$ cat src/rtl/mul_div_if.sv
// Issue/result bundle between MIPS control/register file and the HI/LO mul/div unit.
interface mul_div_if;
    logic        start;
    logic [2:0]  op;
    logic [31:0] a;
    logic [31:0] b;
    logic        busy;
    logic        done;
    logic [31:0] hi;
    logic [31:0] lo;

    modport master (output start, op, a, b, input busy, done, hi, lo);
    modport slave  (input start, op, a, b, output busy, done, hi, lo);
endinterface

$ cat src/rtl/mul_div_unit.sv
// Iterative 32-bit multiply/divide unit owning the MIPS HI/LO registers.
// Shift-add multiply and restoring divide on magnitudes, sign fixed up on the final write.
module mul_div_unit (
    input  logic      clk,
    input  logic      rst,
    mul_div_if.slave  bus
);
    typedef enum logic [1:0] {IDLE, RUN, DONE} state_t;

    localparam logic [2:0] OP_MTHI = 3'b100;
    localparam logic [2:0] OP_MTLO = 3'b101;

    state_t      state;
    logic [4:0]  cnt;
    logic        is_div;
    logic        neg_res;
    logic        neg_rem;
    logic        div_zero;
    logic [31:0] a_orig;
    logic [31:0] opnd;
    logic [63:0] acc;
    logic [31:0] rem;

    logic        sgn_op;
    logic [31:0] mag_a;
    logic [31:0] mag_b;
    logic [32:0] mul_sum;
    logic [32:0] rem_shift;
    logic [32:0] div_diff;
    logic [63:0] prod_fix;
    logic [31:0] quo_fix;
    logic [31:0] rem_fix;

    always_comb begin
        sgn_op    = ~bus.op[0];
        mag_a     = (sgn_op && bus.a[31]) ? -bus.a : bus.a;
        mag_b     = (sgn_op && bus.b[31]) ? -bus.b : bus.b;
        // Multiplier bits sit in acc[31:0] and shift out as the product shifts in.
        mul_sum   = {1'b0, acc[63:32]} + {1'b0, (acc[0] ? opnd : 32'd0)};
        // Dividend bits shift out of acc[31:0] while quotient bits shift in.
        rem_shift = {rem, acc[31]};
        div_diff  = rem_shift - {1'b0, opnd};
        prod_fix  = neg_res ? -acc : acc;
        quo_fix   = neg_res ? -acc[31:0] : acc[31:0];
        rem_fix   = neg_rem ? -rem : rem;
    end

    always_ff @(posedge clk or posedge rst) begin
        if (rst) begin
            state    <= IDLE;
            cnt      <= 5'd0;
            bus.busy <= 1'b0;
            bus.done <= 1'b0;
            bus.hi   <= 32'd0;
            bus.lo   <= 32'd0;
            // NOTE: datapath registers are reset too so a mid-RUN abort leaves no stale partial result.
            is_div   <= 1'b0;
            neg_res  <= 1'b0;
            neg_rem  <= 1'b0;
            div_zero <= 1'b0;
            a_orig   <= 32'd0;
            opnd     <= 32'd0;
            acc      <= 64'd0;
            rem      <= 32'd0;
        end else begin
            bus.done <= 1'b0;
            case (state)
                IDLE: begin
                    if (bus.start) begin
                        if (!bus.op[2]) begin
                            state    <= RUN;
                            bus.busy <= 1'b1;
                            cnt      <= 5'd0;
                            is_div   <= bus.op[1];
                            neg_res  <= sgn_op && (bus.a[31] ^ bus.b[31]);
                            neg_rem  <= sgn_op && bus.a[31];
                            div_zero <= (bus.b == 32'd0);
                            a_orig   <= bus.a;
                            acc      <= {32'd0, (bus.op[1] ? mag_a : mag_b)};
                            opnd     <= bus.op[1] ? mag_b : mag_a;
                            rem      <= 32'd0;
                        end else if (bus.op == OP_MTHI) begin
                            bus.hi <= bus.a;
                        end else if (bus.op == OP_MTLO) begin
                            bus.lo <= bus.a;
                        end
                    end
                end
                RUN: begin
                    if (is_div) begin
                        if (!div_diff[32]) begin
                            rem       <= div_diff[31:0];
                            acc[31:0] <= {acc[30:0], 1'b1};
                        end else begin
                            rem       <= rem_shift[31:0];
                            acc[31:0] <= {acc[30:0], 1'b0};
                        end
                    end else begin
                        acc <= {mul_sum, acc[31:1]};
                    end
                    cnt <= cnt + 5'd1;
                    if (cnt == 5'd31)
                        state <= DONE;
                end
                DONE: begin
                    // 0x80000000 / -1 needs no special case: negating 0x80000000 wraps to itself.
                    if (!is_div) begin
                        {bus.hi, bus.lo} <= prod_fix;
                    end else if (div_zero) begin
                        bus.hi <= a_orig;
                        bus.lo <= 32'hFFFF_FFFF;
                    end else begin
                        bus.hi <= rem_fix;
                        bus.lo <= quo_fix;
                    end
                    bus.busy <= 1'b0;
                    bus.done <= 1'b1;
                    state    <= IDLE;
                end
                default: state <= IDLE;
            endcase
        end
    end
endmodule

$ cat src/flat_wrapper.sv
// flat-port wrapper written by rule: the top's interface ports become plain ports
module mul_div_unit_flat 
  (clk, rst, bus_start, bus_op, bus_a, bus_b, bus_busy, bus_done, bus_hi, bus_lo);
  mul_div_if bus_i ();
  input  logic clk;
  input  logic rst;
  input wire logic [$bits(bus_i.start)-1:0] bus_start;
  input wire logic [$bits(bus_i.op)-1:0] bus_op;
  input wire logic [$bits(bus_i.a)-1:0] bus_a;
  input wire logic [$bits(bus_i.b)-1:0] bus_b;
  output wire logic [$bits(bus_i.busy)-1:0] bus_busy;
  output wire logic [$bits(bus_i.done)-1:0] bus_done;
  output wire logic [$bits(bus_i.hi)-1:0] bus_hi;
  output wire logic [$bits(bus_i.lo)-1:0] bus_lo;
  assign bus_i.start = bus_start;
  assign bus_i.op = bus_op;
  assign bus_i.a = bus_a;
  assign bus_i.b = bus_b;
  assign bus_busy = bus_i.busy;
  assign bus_done = bus_i.done;
  assign bus_hi = bus_i.hi;
  assign bus_lo = bus_i.lo;
  mul_div_unit u_core (.clk(clk), .rst(rst), .bus(bus_i));
endmodule
$ cat config.mk
export PLATFORM = sky130hd
export DESIGN_NAME = mul_div_unit_flat
export DESIGN_NICKNAME = d
export VERILOG_FILES = /design/src/rtl/mul_div_if.sv /design/src/rtl/mul_div_unit.sv /design/src/flat_wrapper.sv
export SDC_FILE = /design/constraint.sdc
export NUM_CORES = 1
export LEC_CHECK = 0
export ABC_CLOCK_PERIOD_IN_PS = 16800
export CAP_MARGIN = 20
export CORE_UTILIZATION = 45
export DETAILED_ROUTE_END_ITERATION = 16
export PLACE_DENSITY_LB_ADDON = 0.1
export RECOVER_POWER = 100
export SLEW_MARGIN = 20
export SYNTH_ARGS = -nofsm -noshare
export SYNTH_HDL_FRONTEND = slang
export SYNTH_SLANG_ARGS = --single-unit
$ cat constraint.sdc
create_clock -name clk -period 16.8 [get_ports clk]
set_input_delay 3.36 -clock clk [delete_from_list [all_inputs] [get_ports clk]]
set_output_delay 3.36 -clock clk [all_outputs]
set_load 0.02 [all_outputs]
* After elaboration in Yosys (flattened, before gate mapping) *
Cells that the tools add are included.

word-level totals
  register bits after elaboration = 237
  input port bits = 70
  output and inout port bits = 66
  word-level logic and storage cells = 98

operators by class
  $add $sub $neg = 8
  eq/ne operators = 14
  multiplexer cells = 43
  bitwise operators = 3
  reductions and logical operators = 15

operators by type and width
  cell                   number
  $mux W32               24
  $mux W64               3
  $pmux W32 S2           3
  $neg A32 Y32           4
  $pmux W64 S2           1
  $neg A64 Y64           1
  $add A32 B32 Y33       1
  $sub A33 B32 Y33       1
  $logic_not A32 Y1      1
  $reduce_and A3 Y1      4
  $reduce_and A4 Y1      3
  $mux W5                2
  $ne A2 B2 Y1 const B   5
  $pmux W5 S2            1
  $ne A2 B1 Y1 const B   4
  $eq A3 B3 Y1 const B   2
  $mux W2                3
  $add A5 B1 Y5 const B  1
  $eq A5 B5 Y1 const B   1
  $reduce_and A5 Y1      1
  $mux W1                4
  $pmux W2 S2            1
  $reduce_bool A2 Y1     2
  $logic_and A1 B1 Y1    3
  other kinds (6)        7

* Longest topological paths before layout *
  depth after elaboration = 7
  gate-level depth with buffers = 15
  depth with buffers taken out = 14

* Worst setup path after synthesis *
Ideal clock, no wire load.

  kind = input to register
  start point = input port bus_b[0]
  end point = register u_core.acc[24]
  setup time = 135 ps
  data arrival time = 5946 ps
  data required time = 16665 ps
  slack = 10719 ps
  cell stages on the path = 12
  path buffers = 0
  cells stage by stage = inv_1 -> ha_1 -> or4b_2 -> nor4_1 -> nand2_1 -> nor4_1 -> a21oi_1 -> xor2_1 -> nor2_1 -> a21oi_1 -> a21oi_1 -> o21ai_0

between the ends
  word-level cells in the longest chain between the ends = 6

RTL lines
  item                  line                source
  start, declared       flat_wrapper.sv:10  input wire logic [$bits(bus_i.b)-1:0] bus_b;
  $neg A32 Y32          mul_div_unit.sv:37  mag_b = (sgn_op && bus.b[31]) ? -bus.b : bus.b;
  $mux W32              mul_div_unit.sv:37
  $mux W32              mul_div_unit.sv:79  acc <= {32'd0, (bus.op[1] ? mag_a : mag_b)};
  $mux W64              mul_div_unit.sv:70  if (!bus.op[2]) begin
  $mux W64              mul_div_unit.sv:69  if (bus.start) begin
  $pmux W64 S2          mul_div_unit.sv:67  case (state)
  end signal, assigned  mul_div_unit.sv:79
  end signal, assigned  mul_div_unit.sv:93  acc[31:0] <= {acc[30:0], 1'b1};
  end signal, assigned  mul_div_unit.sv:96  acc[31:0] <= {acc[30:0], 1'b0};
  end, declared         mul_div_unit.sv:21  logic [63:0] acc;

No other way between the ends. The select of a mux whose other input is x is not followed.
A chain may end at the register's enable or synchronous reset.

* Final worst setup path *
  start point = input port bus_start
  end point = register u_core.opnd[15]

between the ends
  word-level cells in the longest chain between the ends = 1

RTL lines
  item                                line                source
  start, declared                     flat_wrapper.sv:7   input wire logic [$bits(bus_i.start)-1:0] bus_start;
  $reduce_and A3 Y1 (no source line)  n/a
  end signal, assigned                mul_div_unit.sv:80  opnd <= bus.op[1] ? mag_b : mag_a;
  end, declared                       mul_div_unit.sv:20  logic [31:0] opnd;

No other way between the ends.

==> results.ini <==
[status]
status = finished, violations left
failed_checks = capacitance limit, slew limit

[yosys]
ys.flop_type = dfrtp_1
synth.distinct_cells = 71
syn_avg_cell_area_sq_um = 8.09
ys_async_sr_fraction_pct = 100
yosysTopAreaCell = dfrtp_1
synth_edf_count = 0
synthTopCellsByArea = dfrtp_1 (33%), o21ai_0 (6.3%), a21oi_1 (5.7%)
yosysWarnings = 0
synthCells = 2205
synth_top_area_share_pct = 33.3
synth_nets = 2347
syn_area_sq_mm = 0.0178
synth.yosys.seq_area_share_pct = 33.3
ys_ff_latch = 237

[setup_path]
arrival_ns = 11.28
worst-path-max-fanout = 80
critPathLaunch = bus_start
crit_type = input port to register
start_kind = input port
cp_slowest_cell = clkbuf_1
cp-endpoint = u_core.opnd[15]
end_kind = register
r2r_slack_ns = 8.64
reg2reg_depth = 5
reg2reg_to = u_core.opnd[15]
r2r_start = u_core.state[0]
critPathRequiredTime_ns = 17.09
cpPeakStageDelay_ns = 2.49
crit_top_cell = clkbuf_1
crit_chain = dlygate4sd3_1, nor2b_1, o21bai_4, clkbuf_1, nand2b_1, clkbuf_1, o21ai_0

[power_and_ir_drop]
power.internal_mw = 2.24
pwr-share-seq_pct = 27.4
p_sw_share_pct = 47.5
pwr_density_cell_mw_per_mm2 = 208
p_clk_share_pct = 16.4
pwr-share-comb_pct = 56.2
p_switching_mw = 2.02
ir_drop_uv = 93.3
p_leak_nw = 8.66

[clock_network]
cts_inserted_buffers = 30
cts_resized = 0
worstSkewPairLatency_ns = 0.58
root_buffer = clkbuf_16
path_clk_slew_ns = 0.06
cts-htree-levels = 1
post_cts_buffers = 0
cts_sinks = 237
holdBufCountCts = 0
cts_tree = yes
ctsLongestPathBuffers = 3

[layout]
regArea_sq_mm = 0.00594
nFillCells = 3691
post-route-util_pct = 52.8
area_growth_pct = 15.0
drive_above_1_share_pct = 5.17
antenna_cells = 0
multi_input_area_sq_mm = 0.0111
final_nets = 2384

[placement]
gp_congestion = 0.939
portBuffers = 135
post-dp-hpwl_mm = 47.7

[routing]
via_count = 16800
vias_per_cell = 6.03
drt_iter0_drc = 1729
drt_pass1_iterations = 6
wl_mm = 63.3
wl_per_cell_um = 22.8
drc = 0
ant_nets = 0

[timing]
slew_headroom_pct = -245
tightest_slew_ns = 5.17
final-max-slew-violation-count = 427
fmaxAchievable_mhz = 91.0
hold_violations = 0
setup_violations = 0
rsz0062_at_grt = no
fin_skew_ns = 0.0144
setup-tns-final_ns = 0
period_share_pct = 65.4
post-route-min-period_ns = 10.99

[die]
core_area_sq_mm = 0.0388
start_util_pct = 45.9
fp.dieW_um = 201
die-area_sq_mm = 0.0404
die_h_um = 201
boundaryPins = 136
fp-row-count = 72

[global_route]
grt_util_all_layers_pct = 31.0
grt_max_degree = 131
grt_pass1_wl_mm = 96.4
antenna_found_initial = 1
grt.overflow.total = 0
grt_pass1_vias = 15700

[hold_path]
hold_start = u_core.bus.lo[13]
min_path_type = register to register

[job]
max_cap_violations = 7

cell type report:
| cell class | instances | share of cell area [%] |
|---|---|---|
| clock inverter | 4 | 0.476 |
| timing repair buffer | 152 | 7.13 |
| sequential | 237 | 29.0 |
| inverter | 76 | 1.40 |
| tap | 518 | 3.16 |
| clock buffer | 50 | 4.72 |
| multi-input combinational | 1745 | 54.2 |
sequential cells by signal, summed over array words and instances, names as in the netlist:
| name | cells |
|---|---|
| u_core.acc | 64 |
| u_core.a_orig | 32 |
| u_core.bus.hi | 32 |
| u_core.bus.lo | 32 |
| u_core.opnd | 32 |
| u_core.rem | 32 |
| u_core.cnt | 5 |
| u_core.state | 2 |
| u_core.bus.busy | 1 |
| u_core.bus.done | 1 |
| u_core.div_zero | 1 |
| u_core.is_div | 1 |
| u_core.neg_rem | 1 |
| u_core.neg_res | 1 |
worst min-delay path by stage:
stage	to	cells after the start	slack [ns]
final	u_core.bus.lo[13]	1	0.48
after global routing	u_core.bus.lo[10]	1	0.51
after CTS	u_core.opnd[8]	2	0.49
after detailed placement	u_core.bus.lo[13]	1	0.47
after global placement	u_core.bus.lo[13]	1	0.46
after floorplan	u_core.a_orig[11]	2	0.45
critical path, delay by kind of cell:
kind                   cells  cell delay [ns]
buffers and inverters      3             5.06
and+or+nand+nor            2             2.26
AOI/OAI and AO/OA          2             0.54
metal layers:
metal / up-vias / global-route usage (%) / wire length [um] / share of wire, %
li1: 7918 / - / - / -
met1: 8087 / 45.7 / 28800 / 45
met2: 676 / 45.5 / 26800 / 42
met3: 93 / 6.27 / 5730 / 9.1
met4: 2 / 8.91 / 1960 / 3.1
met5: - / 0 / 12 / 0.019
power by group through the flow:
stage / clock network (mW) / logic [mW] / registers, mW
floorplan: 0 / 1.67 / 1.09
global placement: 0 / 2.35 / 1.16
detailed placement: 0 / 2.39 / 1.16
CTS: 0.702 / 2.40 / 1.15
global route: 0.723 / 2.64 / 1.19
finish: 0.698 / 2.40 / 1.16
through the flow:
| stage | instance area [sq um] | setup WS [ns] | hold slack, ns | std cells | power [mW] |
|---|---|---|---|---|---|
| finish | 20500 | 5.81 | 0.477 | 2782 | 4.26 |
| global route | 20500 | 5.17 | 0.506 | 2782 | 4.56 |
| CTS | 20500 | 10.04 | 0.486 | 2782 | 4.25 |
| detailed placement | 19500 | 9.46 | 0.471 | 2728 | 3.55 |
| global placement | 19500 | 9.55 | 0.464 | 2728 | 3.51 |
| floorplan | 17800 | 6.94 | 0.450 | 2205 | 2.76 |
cells in the mapped netlist, drive strengths merged, types with 9 or more instances:
| master | count |
|---|---|
| o21ai | 227 |
| o211ai | 16 |
| nand2b | 33 |
| nand2 | 262 |
| o31ai | 46 |
| inv | 75 |
| nor2 | 198 |
| o22ai | 13 |
| or3 | 21 |
| nand3 | 53 |
| nor2b | 14 |
| nor3 | 23 |
| a21oi | 204 |
| dfrtp | 237 |
| xor2 | 116 |
| a21o | 25 |
| nor4 | 18 |
| o41ai | 21 |
| a211oi | 12 |
| clkbuf | 128 |
| a221oi | 12 |
| mux2 | 31 |
| ha | 70 |
| or2 | 9 |
| and3 | 13 |
| mux2i | 78 |
| a32oi | 26 |
| or4 | 18 |
| buf | 19 |
| xnor2 | 84 |
cells by family after synthesis:
group,Yosys count,synth area share (%)
xor+xnor,200,9.82
fa+ha+maj,72,5.14
compound gates,666,22.6
mux,109,6.34
simple gates,698,18.1
flops,237,33.3
buf+inv,223,4.73
cell usage in the layout, fill, tap and decap left out, drive strengths merged, types with 6 or more instances in the layout:
| cell | n |
|---|---|
| a211oi | 12 |
| a21o | 25 |
| a21oi | 204 |
| a221oi | 12 |
| a31oi | 8 |
| a32oi | 26 |
| and2 | 8 |
| and3 | 13 |
| buf | 11 |
| clkbuf | 57 |
| clkdlybuf4s50 | 63 |
| dfrtp | 237 |
| dlygate4sd3 | 71 |
| ha | 70 |
| inv | 74 |
| mux2 | 31 |
| mux2i | 78 |
| nand2 | 262 |
| nand2b | 33 |
| nand3 | 53 |
| nand3b | 7 |
| nand4 | 8 |
| nor2 | 198 |
| nor2b | 14 |
| nor3 | 23 |
| nor4 | 18 |
| o211ai | 16 |
| o21a | 7 |
| o21ai | 227 |
| o21bai | 8 |
| o221ai | 6 |
| o22ai | 13 |
| o31ai | 46 |
| o41ai | 21 |
| or2 | 9 |
| or3 | 21 |
| or4 | 18 |
| xnor2 | 84 |
| xor2 | 116 |
Note: power is estimated with default switching activity, not from simulation.
